**src/rtl/scan_sequencer_pkg.sv**
```systemverilog
// Shared types and default timing for the digit scan sequencer.
package scan_pkg;

    typedef enum logic [1:0] {
        IDLE = 2'd0,
        BLK  = 2'd1,
        SHOW = 2'd2
    } state_t;

    typedef logic [2:0] idx_t;

    localparam int DIV_DEF   = 50000;
    localparam int BLANK_DEF = 16;
    localparam int NDIG_DEF  = 8;

endpackage

```
**src/rtl/scan_sequencer_if.sv**
```systemverilog
// Control inputs and decoder-facing outputs of the scan sequencer.
interface scan_sequencer_if;
    import scan_pkg::*;

    logic en;
    logic mode;
    logic dir;
    logic step;
    logic A;
    logic B;
    logic C;
    idx_t idx;
    logic blank;
    logic frame;

    modport master (
        output en, mode, dir, step,
        input  A, B, C, idx, blank, frame
    );

    modport slave (
        input  en, mode, dir, step,
        output A, B, C, idx, blank, frame
    );

endinterface

```
**src/rtl/scan_sequencer_slot_timer.sv**
```systemverilog
// Loadable down-counter; tc is high while the count sits at zero.
module slot_timer #(
    parameter int W = 16
) (
    input  logic         clk,
    input  logic         rst_n,
    input  logic         load,
    input  logic [W-1:0] load_val,
    output logic         tc
);

    logic [W-1:0] count;

    // Saturates at zero so a held slot stops counting until reloaded.
    always_ff @(posedge clk or negedge rst_n) begin
        if (!rst_n) begin
            count <= '0;
        end else if (load) begin
            count <= load_val;
        end else if (count != '0) begin
            count <= count - W'(1);
        end
    end

    assign tc = (count == '0);

endmodule

```
**src/rtl/scan_sequencer.sv**
```systemverilog
// Multiplexed-display digit scanner: FSM, index register and decoder select encoding.
module scan_sequencer
    import scan_pkg::*;
#(
    parameter int DIV   = DIV_DEF,
    parameter int BLANK = BLANK_DEF,
    parameter int NDIG  = NDIG_DEF
) (
    input  logic             clk,
    input  logic             rst_n,
    scan_sequencer_if.slave  bus
);

    localparam int            CNT_W   = $clog2(DIV);
    localparam logic [CNT_W-1:0] BLK_LD  = CNT_W'(BLANK - 1);
    localparam logic [CNT_W-1:0] SHOW_LD = CNT_W'(DIV - BLANK - 1);
    localparam idx_t          LAST    = 3'(NDIG - 1);

    state_t           state;
    state_t           state_n;
    logic [1:0]       rel_q;
    logic             run;
    logic             step_q;
    logic             step_rise;
    logic             tmr_load;
    logic [CNT_W-1:0] tmr_val;
    logic             tmr_tc;
    logic             adv;
    logic [3:0]       adv_res;
    idx_t             idx_q;
    logic [2:0]       abc_q;
    logic             blank_q;
    logic             frame_q;

    // Returns {wrap, next_idx}; an out-of-range index recovers to 0 without a wrap.
    function automatic logic [3:0] advance(input idx_t cur, input logic down);
        if ({1'b0, cur} >= 4'(NDIG)) begin
            return {1'b0, 3'd0};
        end else if (!down) begin
            return (cur == LAST) ? {1'b1, 3'd0} : {1'b0, cur + 3'd1};
        end else begin
            return (cur == 3'd0) ? {1'b1, LAST} : {1'b0, cur - 3'd1};
        end
    endfunction

    // Two-flop release: the FSM stays in IDLE until rst_n has been high for two edges.
    always_ff @(posedge clk or negedge rst_n) begin
        if (!rst_n) begin
            rel_q  <= 2'b00;
            step_q <= 1'b0;
        end else begin
            rel_q  <= {rel_q[0], 1'b1};
            step_q <= bus.step;
        end
    end

    assign run       = bus.en & rel_q[1];
    assign step_rise = bus.step & ~step_q;
    assign adv_res   = advance(idx_q, bus.dir);

    slot_timer #(.W(CNT_W)) u_timer (
        .clk      (clk),
        .rst_n    (rst_n),
        .load     (tmr_load),
        .load_val (tmr_val),
        .tc       (tmr_tc)
    );

    always_ff @(posedge clk or negedge rst_n) begin
        if (!rst_n) begin
            state <= IDLE;
        end else begin
            state <= state_n;
        end
    end

    always_comb begin
        state_n  = state;
        tmr_load = 1'b0;
        tmr_val  = BLK_LD;
        adv      = 1'b0;
        if (!run) begin
            state_n = IDLE;
        end else begin
            unique case (state)
                IDLE: begin
                    state_n  = BLK;
                    tmr_load = 1'b1;
                end
                BLK: begin
                    if (tmr_tc) begin
                        state_n  = SHOW;
                        tmr_load = 1'b1;
                        tmr_val  = SHOW_LD;
                    end
                end
                SHOW: begin
                    if (bus.mode ? step_rise : tmr_tc) begin
                        adv      = 1'b1;
                        state_n  = BLK;
                        tmr_load = 1'b1;
                    end
                end
                default: state_n = IDLE;
            endcase
        end
    end

    // Index and select code move only on the edge that enters BLK.
    always_ff @(posedge clk or negedge rst_n) begin
        if (!rst_n) begin
            idx_q   <= 3'd0;
            abc_q   <= 3'b111;
            blank_q <= 1'b1;
            frame_q <= 1'b0;
        end else begin
            blank_q <= (state_n != SHOW);
            frame_q <= adv & adv_res[3];
            if (adv) begin
                idx_q <= adv_res[2:0];
                abc_q <= ~adv_res[2:0];
            end
        end
    end

    assign bus.idx   = idx_q;
    assign bus.A     = abc_q[2];
    assign bus.B     = abc_q[1];
    assign bus.C     = abc_q[0];
    assign bus.blank = blank_q;
    assign bus.frame = frame_q;

endmodule

```
**src/flat_wrapper.sv**
```systemverilog
// flat-port wrapper written by rule: the top's interface ports become plain ports
module scan_sequencer_flat import scan_pkg::*;
#(
    parameter int DIV   = DIV_DEF,
    parameter int BLANK = BLANK_DEF,
    parameter int NDIG  = NDIG_DEF
)
  (clk, rst_n, bus_en, bus_mode, bus_dir, bus_step, bus_A, bus_B, bus_C, bus_idx, bus_blank, bus_frame);
  scan_sequencer_if bus_i ();
  input  logic clk;
  input  logic rst_n;
  input wire logic [$bits(bus_i.en)-1:0] bus_en;
  input wire logic [$bits(bus_i.mode)-1:0] bus_mode;
  input wire logic [$bits(bus_i.dir)-1:0] bus_dir;
  input wire logic [$bits(bus_i.step)-1:0] bus_step;
  output wire logic [$bits(bus_i.A)-1:0] bus_A;
  output wire logic [$bits(bus_i.B)-1:0] bus_B;
  output wire logic [$bits(bus_i.C)-1:0] bus_C;
  output wire logic [$bits(bus_i.idx)-1:0] bus_idx;
  output wire logic [$bits(bus_i.blank)-1:0] bus_blank;
  output wire logic [$bits(bus_i.frame)-1:0] bus_frame;
  assign bus_i.en = bus_en;
  assign bus_i.mode = bus_mode;
  assign bus_i.dir = bus_dir;
  assign bus_i.step = bus_step;
  assign bus_A = bus_i.A;
  assign bus_B = bus_i.B;
  assign bus_C = bus_i.C;
  assign bus_idx = bus_i.idx;
  assign bus_blank = bus_i.blank;
  assign bus_frame = bus_i.frame;
  scan_sequencer #(.DIV(DIV), .BLANK(BLANK), .NDIG(NDIG)) u_core (.clk(clk), .rst_n(rst_n), .bus(bus_i));
endmodule
```
**config.mk**
```make
export PLATFORM = sky130hd
export DESIGN_NAME = scan_sequencer_flat
export DESIGN_NICKNAME = d
export VERILOG_FILES = /design/src/rtl/scan_sequencer_pkg.sv /design/src/rtl/scan_sequencer_if.sv /design/src/rtl/scan_sequencer_slot_timer.sv /design/src/rtl/scan_sequencer.sv /design/src/flat_wrapper.sv
export SDC_FILE = /design/constraint.sdc
export NUM_CORES = 1
export LEC_CHECK = 0
export BUFFER_PORTS_ARGS = -buffer_cell sky130_fd_sc_hd__buf_2
export CAP_MARGIN = 5
export CORE_ASPECT_RATIO = 0.8
export CORE_MARGIN = 10
export CORE_UTILIZATION = 35
export CTS_BUF_LIST = sky130_fd_sc_hd__clkbuf_4
export CTS_CLUSTER_DIAMETER = 80
export DETAILED_ROUTE_END_ITERATION = 6
export GPL_TIMING_DRIVEN = 0
export HOLD_SLACK_MARGIN = 0.15
export PLACE_DENSITY = 0.51
export SYNTH_ARGS = -nofsm -noshare
export SYNTH_HDL_FRONTEND = slang
export SYNTH_SLANG_ARGS = --single-unit
export TNS_END_PERCENT = 30
```
**constraint.sdc**
```tcl
create_clock -name clk -period 3.55 [get_ports clk]
set_input_delay 0.71 -clock clk [delete_from_list [all_inputs] [get_ports clk]]
set_output_delay 0.71 -clock clk [all_outputs]
set_load 0.05 [all_outputs]
```
# Word level (Yosys, flattened, before mapping)

Index checks and enable logic that the tools add are counted.

Bits in registers: 29
Bits of input ports: 6
Logic and storage cells: 44

Add/sub/neg operators: 3
Equal/unequal tests: 4
Muxes and demuxes: 19
Bitwise logic cells: 5
Reductions and logical operators: 5

Operators by type and width:

| kind                  | number |
|---|---|
| $mux 16               | 5 |
| $logic_not 16->1      | 1 |
| $reduce_bool 16->1    | 1 |
| $sub 16x1->16 const B | 1 |
| $mux 4                | 3 |
| $mux 1                | 6 |
| $mux 2                | 3 |
| $pmux 2 s3            | 1 |
| $add 3x1->3 const B   | 1 |
| $and 1x1->1           | 3 |
| $eq 3x3->1 const B    | 1 |
| $logic_not 3->1       | 1 |
| $not 3->3             | 1 |
| $pmux 1 s3            | 1 |
| $sub 3x1->3 const B   | 1 |
| $eq 2x1->1 const B    | 1 |
| $eq 2x2->1 const B    | 1 |
| $logic_not 2->1       | 1 |
| $ne 2x2->1 const B    | 1 |
| $reduce_bool 2->1     | 1 |
| $not 1->1             | 1 |

# Depth between registers and ports, before layout

Gate-level depths: netlist of the first run.

Depth after elaboration: 7
Mapped depth: 8

# By module

A second synthesis of the first run with hierarchy kept.

Cell total of the unflattened synthesis: 164
Area total of the unflattened synthesis: 1,684.1 µm²

By module, submodules not included:

| module         | times used | cells each | area an instance (µm²) | sequential area each (µm²) |
|---|---|---|---|---|
| slot_timer     | 1          | 104        | 1,006.0                | 400.4 |
| scan_sequencer | 1          | 60         | 678.2                  | 330.3 |

# Least setup slack after synthesis of the first run

OpenSTA, ideal clock, no wires.

Kind: flip-flop to flip-flop
From: register u_core.u_timer.count[4]
To: register u_core.abc_q[0]
Setup time: 82 ps
Arrival: 2,570 ps
Data required time: 3,468 ps
Path slack: 898 ps
Stages on the path, launching flop included: 7
Clock period less this slack: 2,652 ps
Path through: dfrtp_1 -> or3_1 -> buf_2 -> or4_4 -> o31a_4 -> nor4b_4 -> mux2_2

Cells in the longest elaborated chain, start to end: 5

Ends and longest elaborated chain:

| what                   | RTL line                        | text |
|---|---|---|
| start, declared        | scan_sequencer_slot_timer.sv:12 | `logic [W-1:0] count;` |
| start signal, assigned | scan_sequencer_slot_timer.sv:19 | `count <= load_val;` |
| start signal, assigned | scan_sequencer_slot_timer.sv:21 | `count <= count - W'(1);` |
| $logic_not 16->1       | scan_sequencer_slot_timer.sv:25 | `assign tc = (count == '0);` |
| $mux 1 (2 in series)   | scan_sequencer.sv:98            | `if (bus.mode ? step_rise : tmr_tc) begin` |
| $mux 1                 | scan_sequencer.sv:85            | `unique case (state)` |
| $mux 1                 | scan_sequencer.sv:82            | `if (!run) begin` |
| end signal, assigned   | scan_sequencer.sv:121           | `abc_q <= ~adv_res[2:0];` |
| end, declared          | scan_sequencer.sv:31            | `logic [2:0] abc_q;` |

Every way passes these cells.
A chain may end at the register's enable or synchronous reset.

# Worst setup path after layout of the first run

From: register u_core.u_timer.count[2]
To: register u_core.u_timer.count[6]

Cells in the longest elaborated chain, start to end: 6
Elaborated cells between the ends (all ways): 11

Ends and longest elaborated chain:

| what |
|---|
| parallel branches: the longest is 6 deep, another holds $sub 16x1->16 |

Parallel ways; which one is timed is not known. The select of a mux whose other input is x is not followed.

==> flow_summary.toml, run 1 <==
[setup_path]
cp-start-kind = "register"
path_max_fanout = 10
arrival_ns = 3.17
critPathCaptureType = "register"
required_ns = 3.74
criticalPathCategory = "register to register"
timing.rr.start = "u_core.u_timer.count[2]$_DFFE_PN0P_"
crit_path_start = "u_core.u_timer.count[2]$_DFFE_PN0P_"
rr_endpoint = "u_core.u_timer.count[6]$_DFFE_PN0P_"
worstRegToRegCells = 6
ff2ff_setup_slack_ns = 0.57

[clock_network]
clkTransAtPathRegs_ns = 0.12
numClockSinks = 29
cts.path.max_buffers = 2
cts_made_buffers = 5
cts_tree = "done"
cts_setup_buffers = 0
post_cts_resized = 0
h-tree-depth = 2
clock-root-buffer = "clkbuf_4"
postCtsHoldBufs = 0
insertion_delay_ns = 0.34

[timing]
hold_viol = 0
min_period_over_period_pct = 83.9
setup_tns_ns = 0
maxSlewViolCount = 0
fin_skew_ns = 0.0155
fmax_ghz = 0.336
period_needed_ns = 2.98
relSlewSlack_pct = 41.7
worst_slew_pin_slew_ns = 0.867
rsz0062_at_grt = "no"
finalSetupViolations = 0

[routing]
vias_per_cell = 5.36
drt_pass1_iterations = 4
dr.first_iter.drc_count = 74
dr_total_vias = 1296
wire_per_inst_um = 14.5
drt_wl_total_um = 3500
final_antenna_net_count = 0
drc = 0

[worst_hold_path]
min_from = "u_core.rel_q[0]$_DFF_PN0_"
hp-class = "register to register"
worst_hold_path.endpoint = "u_core.rel_q[1]$_DFF_PN0_"
hold_depth = 0

[place]
io_buffers = 13
detailed_place_hpwl_um = 2570
place.gp.congestion = 0.824

[job]
maxCapViolations = 0

[grt]
grt_pass1_vias = 1276
grt_remaining_overflow = 0
grt_antenna_before_repair = 0
grt_util_met1_pct = 12.5
grt.met3_usage_pct = 3.13
gr-max-usage-layer = "met2"
grt_pass1_wl_um = 5950
grt_start_max_net_pins = 30
grt_usage_pct = 9.55
met2_usage_pct = 14.3

[layout]
mostFrequentLayoutCells = "dfrtp_1, buf_2, a21oi_1"
drive_gt1_share_pct = 23.6
diodes = 0
area_growth_pct = 12.2
final_common_cell = "dfrtp_1"
layout.nets = 192

[die]
io_pins = 14
core_mm2 = 0.00457
rows = 22
initial_utilization_pct = 35.9
die_w_um = 96.5
die_area_mm2 = 0.00784
die_h_um = 81.2

[synthesis]
ys_async_sr_fraction_pct = 100
synth_edf_count = 0
yosys_warnings = 0
synth_cell_types = 48
synth_nets = 172
ys.flop_type = "dfrtp_1"
synth_area_per_cell_um2 = 10.2
yosysSeqAreaShare_pct = 44.6
synthCells = 161
synth_area_mm2 = 0.00164
ys_seq_elements = 29

[power]
p_seq_share_pct = 45.6
leakagePower_nw = 0.782
power.internal_w = 0.000576
powerDensity_mw_per_mm2 = 511
ir_worst_vdd_mv = 0.152
power_frac_clock_pct = 22.3
finalPower_w = 0.000939
combPwrFrac_pct = 32.1
switchingPower_w = 0.000363
swShare_pct = 38.6

[status]
status = "finished clean"
-- per-layer routing --
layer,up-vias,wire length (um)
met4,0,42
li1,640,-
met5,-,0
met1,622,1770
met2,29,1510
met3,5,179
-- worst max-delay path by stage --
stage                                            to  slack [ns]  depth (start not counted)
2_1_floorplan           u_core.abc_q[0]$_DFFE_PN1P_        0.90                          6
3_3_place_gp    u_core.u_timer.count[7]$_DFFE_PN0P_        0.51                          6
3_5_place_dp    u_core.u_timer.count[6]$_DFFE_PN0P_        0.49                          6
4_1_cts         u_core.u_timer.count[7]$_DFFE_PN0P_        0.48                          6
5_1_grt        u_core.u_timer.count[11]$_DFFE_PN0P_        0.29                          6
6_report        u_core.u_timer.count[6]$_DFFE_PN0P_        0.57                          6
-- cell families (layout without fill, tap and decap cells) --
group | Yosys count | in the layout | synth area share [%]
other | 1 | 1 | 0.229
XOR/XNOR | 9 | 9 | 4.81
multiplexers | 8 | 8 | 5.11
AND/OR/NAND/NOR | 58 | 58 | 20.8
flip-flops | 29 | 29 | 44.6
adder cells (fa/ha/maj) | 5 | 5 | 3.82
buffers and inverters | 10 | 31 | 2.60
AO/OA/AOI/OAI | 41 | 41 | 18.0
-- worst max-delay path, stage by stage (launching register included) --
cell and delay, ns:
dfrtp_1 0.44, or3_1 0.35, buf_2 0.16, nor4_1 0.76
nand2_1 0.35, a211oi_2 0.66, nor2_1 0.11
-- metrics by stage --
step                utilization [%]  worst slack (ns)  instances  area (um2)  hold WS (ns)
floorplan                         -             0.898        161        1640         0.331
global placement               38.9             0.509        234        1780         0.347
detailed placement             38.9             0.492        234        1780         0.337
CTS                            40.3             0.482        242        1840         0.376
global route                   40.3             0.289        242        1840         0.397
finish                         40.3             0.572        242        1840         0.370
-- state kept, by name, indices dropped and copies added, names as in the netlist --
signal                flops
u_core.u_timer.count     16
u_core.rel_q              2
u_core.bus.frame          1
u_core.abc_q              3
u_core.state              2
u_core.bus.idx            3
u_core.step_q             1
u_core.bus.blank          1
-- area by class of cell --
cell class / count / area, um2
clock buffers: 5 / 37.5
repair buffers: 13 / 65.1
inverters: 6 / 22.5
plain buffers: 4 / 20.0
fillers: 496 / 2730
multi-input cells: 122 / 866
clock inverters: 3 / 22.5
well taps: 60 / 75.1
flip-flops and latches: 29 / 731
-- power by group through the flow --
stage	sequential (W)	combinational (W)	clock, W
after global placement	0.000433	0.000295	0
after floorplan	0.000422	0.000234	0
after detailed placement	0.000434	0.000303	0
after global routing	0.000437	0.000340	0.000234
final	0.000429	0.000301	0.000209
after CTS	0.000428	0.000304	0.000217
-- Yosys cell counts, drive strengths merged, types with 2 or more instances --
| cell | instances | area share, % |
|---|---|---|
| a21oi | 12 | 3.7 |
| nand2 | 6 | 1.4 |
| nand2b | 7 | 2.7 |
| nor4 | 3 | 1.1 |
| nor3 | 7 | 2.1 |
| o31a | 2 | 1.7 |
| or4 | 3 | 1.6 |
| nor2b | 2 | 0.76 |
| xnor2 | 8 | 4.3 |
| mux2i | 5 | 3.1 |
| ha | 5 | 3.8 |
| nand3 | 3 | 0.92 |
| o311ai | 2 | 1.1 |
| o21ai | 6 | 1.8 |
| o211ai | 2 | 0.92 |
| or2 | 4 | 1.5 |
| nor2 | 11 | 2.5 |
| a211oi | 2 | 1.2 |
| dfstp | 4 | 6.4 |
| o31ai | 4 | 1.8 |
| inv | 6 | 1.4 |
| or3 | 6 | 2.3 |
| mux2 | 3 | 2.1 |
| nand3b | 2 | 0.92 |
| clkbuf | 3 | 0.92 |
| dfrtp | 25 | 38 |
Power figures use the tool's default switching activity.
==> run 2: changes to the inputs <==
--- a/config.mk
+++ b/config.mk
@@ -15,7 +15,7 @@
 export DETAILED_ROUTE_END_ITERATION = 6
 export GPL_TIMING_DRIVEN = 0
 export HOLD_SLACK_MARGIN = 0.15
-export PLACE_DENSITY = 0.51
+export PLACE_DENSITY = 0.52
 export SYNTH_ARGS = -nofsm -noshare
 export SYNTH_HDL_FRONTEND = slang
 export SYNTH_SLANG_ARGS = --single-unit
==> constraint.sdc (replaced) <==
create_clock -name clk -period 2.7 [get_ports clk]
set_input_delay 0.54 -clock clk [delete_from_list [all_inputs] [get_ports clk]]
set_output_delay 0.54 -clock clk [all_outputs]
set_load 0.05 [all_outputs]
==> run 2 against run 1 <==
Wire length increased by 3.3%. Die area unchanged. Clock skew decreased by 0.0036 ns. Cell area increased by 4.2%. Critical path type unchanged. Register-to-register slack got worse by 0.53 ns. Power increased by 45%. Global-route usage increased by 0.44 points. Fmax increased by 12%. Sequential power increased by 32%.
==> flow_summary.toml, run 2 (synthesized netlist as in run 1, its figures left out) <==
[setup_path]
criticalPathCategory = "register to register"
arrival_ns = 2.92
slowest_stage = "or4_4"
cp_top_family = "simple AND/OR/NAND/NOR gates"
crit_path_frequent_cell = "buf_4"
critPathCaptureType = "register"
cp-start-kind = "register"
required_ns = 2.96
cpPeakStageDelay_ns = 0.53
path_max_fanout = 8
path_buf_inv = 2
path_cells = "or3_1 > buf_4 > or4_4 > o31a_4 > nor4b_4 > buf_4 > mux2i_1"

[power]
switchingPower_w = 0.000481
ir_worst_vdd_mv = 0.329
power_frac_clock_pct = 27.0
combPwrFrac_pct = 31.4
swShare_pct = 35.3
powerDensity_mw_per_mm2 = 710
power.internal_w = 0.000880
p_seq_share_pct = 41.6
leakagePower_nw = 0.819

[clock_network]
cts_tree = "done"
numClockSinks = 29
cts_made_buffers = 5
clkTransAtPathRegs_ns = 0.10
postCtsHoldBufs = 0
cts.path.max_buffers = 2
h-tree-depth = 2
insertion_delay_ns = 0.33
clock-root-buffer = "clkbuf_4"

[grt]
grt_util_met1_pct = 12.7
gr-max-usage-layer = "met2"
grt.met3_usage_pct = 3.32
grt_antenna_before_repair = 0
grt_start_max_net_pins = 30
grt_usage_pct = 9.99
grt_pass1_vias = 1277
grt_pass1_wl_um = 6150
met2_usage_pct = 15.3
grt_remaining_overflow = 0

[routing]
drt_pass1_iterations = 4
dr.first_iter.drc_count = 48
dr_total_vias = 1311
wire_per_inst_um = 14.7
final_antenna_net_count = 0
drt_wl_total_um = 3610
drc = 0
vias_per_cell = 5.35

[timing]
fin_skew_ns = 0.0119
maxSlewViolCount = 0
period_needed_ns = 2.66
worst_slew_pin_slew_ns = 0.680
fmax_ghz = 0.376
hold_viol = 0
finalSetupViolations = 0
hold_ws_ns = 0.229
min_period_over_period_pct = 98.4
setup_tns_ns = 0
rsz0062_at_grt = "yes"
relSlewSlack_pct = 54.7

[layout]
area_growth_pct = 16.9
final_cell_count_no_fill = 245
drive_gt1_share_pct = 26.5
top_register = "u_core.u_timer.count"
mostFrequentLayoutCells = "dfrtp_1, buf_2, a21oi_1"
diodes = 0
finish.utilization_pct = 41.9
final_common_cell = "dfrtp_1"
layout.nets = 195
largest_reg_flops = 16

[place]
dp_cells = 234
place.gp.congestion = 0.797
detailed_place_hpwl_um = 2620
io_buffers = 13

[die]
die_area_mm2 = 0.00784
io_pins = 14
initial_utilization_pct = 35.9
die_w_um = 96.5
die_h_um = 81.2
core_mm2 = 0.00457
rows = 22

[worst_hold_path]
hp-class = "input pin to async pin"

[status]
status = "finished clean"

[job]
maxCapViolations = 0
==> run 2: worst paths after layout <==
check                                                          from                       endpoint  slack (ns)  cells past startpoint
worst min-delay path                                          rst_n  u_core.bus.idx[2]$_DFFE_PN0P_        0.23                      1
max in group asynchronous                                     rst_n        u_core.step_q$_DFF_PN0_        2.02                      1
worst min register to register            u_core.rel_q[0]$_DFF_PN0_      u_core.rel_q[1]$_DFF_PN0_        0.36                      0
min in group clk                                           bus_step        u_core.step_q$_DFF_PN0_        0.35                      1
worst max-delay path            u_core.u_timer.count[6]$_DFFE_PN0P_  u_core.bus.idx[0]$_DFFE_PN0P_        0.04                      7
worst max register to register  u_core.u_timer.count[6]$_DFFE_PN0P_  u_core.bus.idx[0]$_DFFE_PN0P_        0.04                      7
==> run 2: through the flow <==
step	instance area [um2]	setup WS, ns	power, W
2_1_floorplan	1640	0.0476	0.000862
3_5_place_dp	1780	-0.390	0.000960
6_report	1920	0.0420	0.00136
3_3_place_gp	1780	-0.344	0.000957
4_1_cts	1880	0.00799	0.00134
5_1_grt	1920	-0.0344	0.00145
==> run 2: what timing repair did <==
action / CTS / global route
setup buffers: 1 / 2
pin swaps: 2 / 2
resized for setup: 2 / 7
setup endpoints to repair: 20 / 18
==> run 2: final cells by class <==
cell class	count	area (um2)
Multi-Input combinational cell	122	902
Buffer	4	20.0
Fill cell	462	2650
Tap cell	60	75.1
Clock buffer	6	45.0
Sequential cell	29	731
Inverter	6	22.5
Timing Repair Buffer	16	87.6
Clock inverter	2	33.8
==> run 2: routing by layer <==
layer | part of all wire [%] | vias up
li1 | - | 635
met1 | 47 | 627
met2 | 44 | 40
met3 | 6.6 | 9
met4 | 1.7 | 0
met5 | 0 | -
==> run 2: power groups by stage <==
stage / combinational (W) / sequential (W) / clock (W)
2_1_floorplan: 0.000307 / 0.000555 / 0
6_report: 0.000427 / 0.000566 / 0.000367
3_3_place_gp: 0.000388 / 0.000569 / 0
3_5_place_dp: 0.000389 / 0.000572 / 0
5_1_grt: 0.000482 / 0.000575 / 0.000389
4_1_cts: 0.000396 / 0.000564 / 0.000377
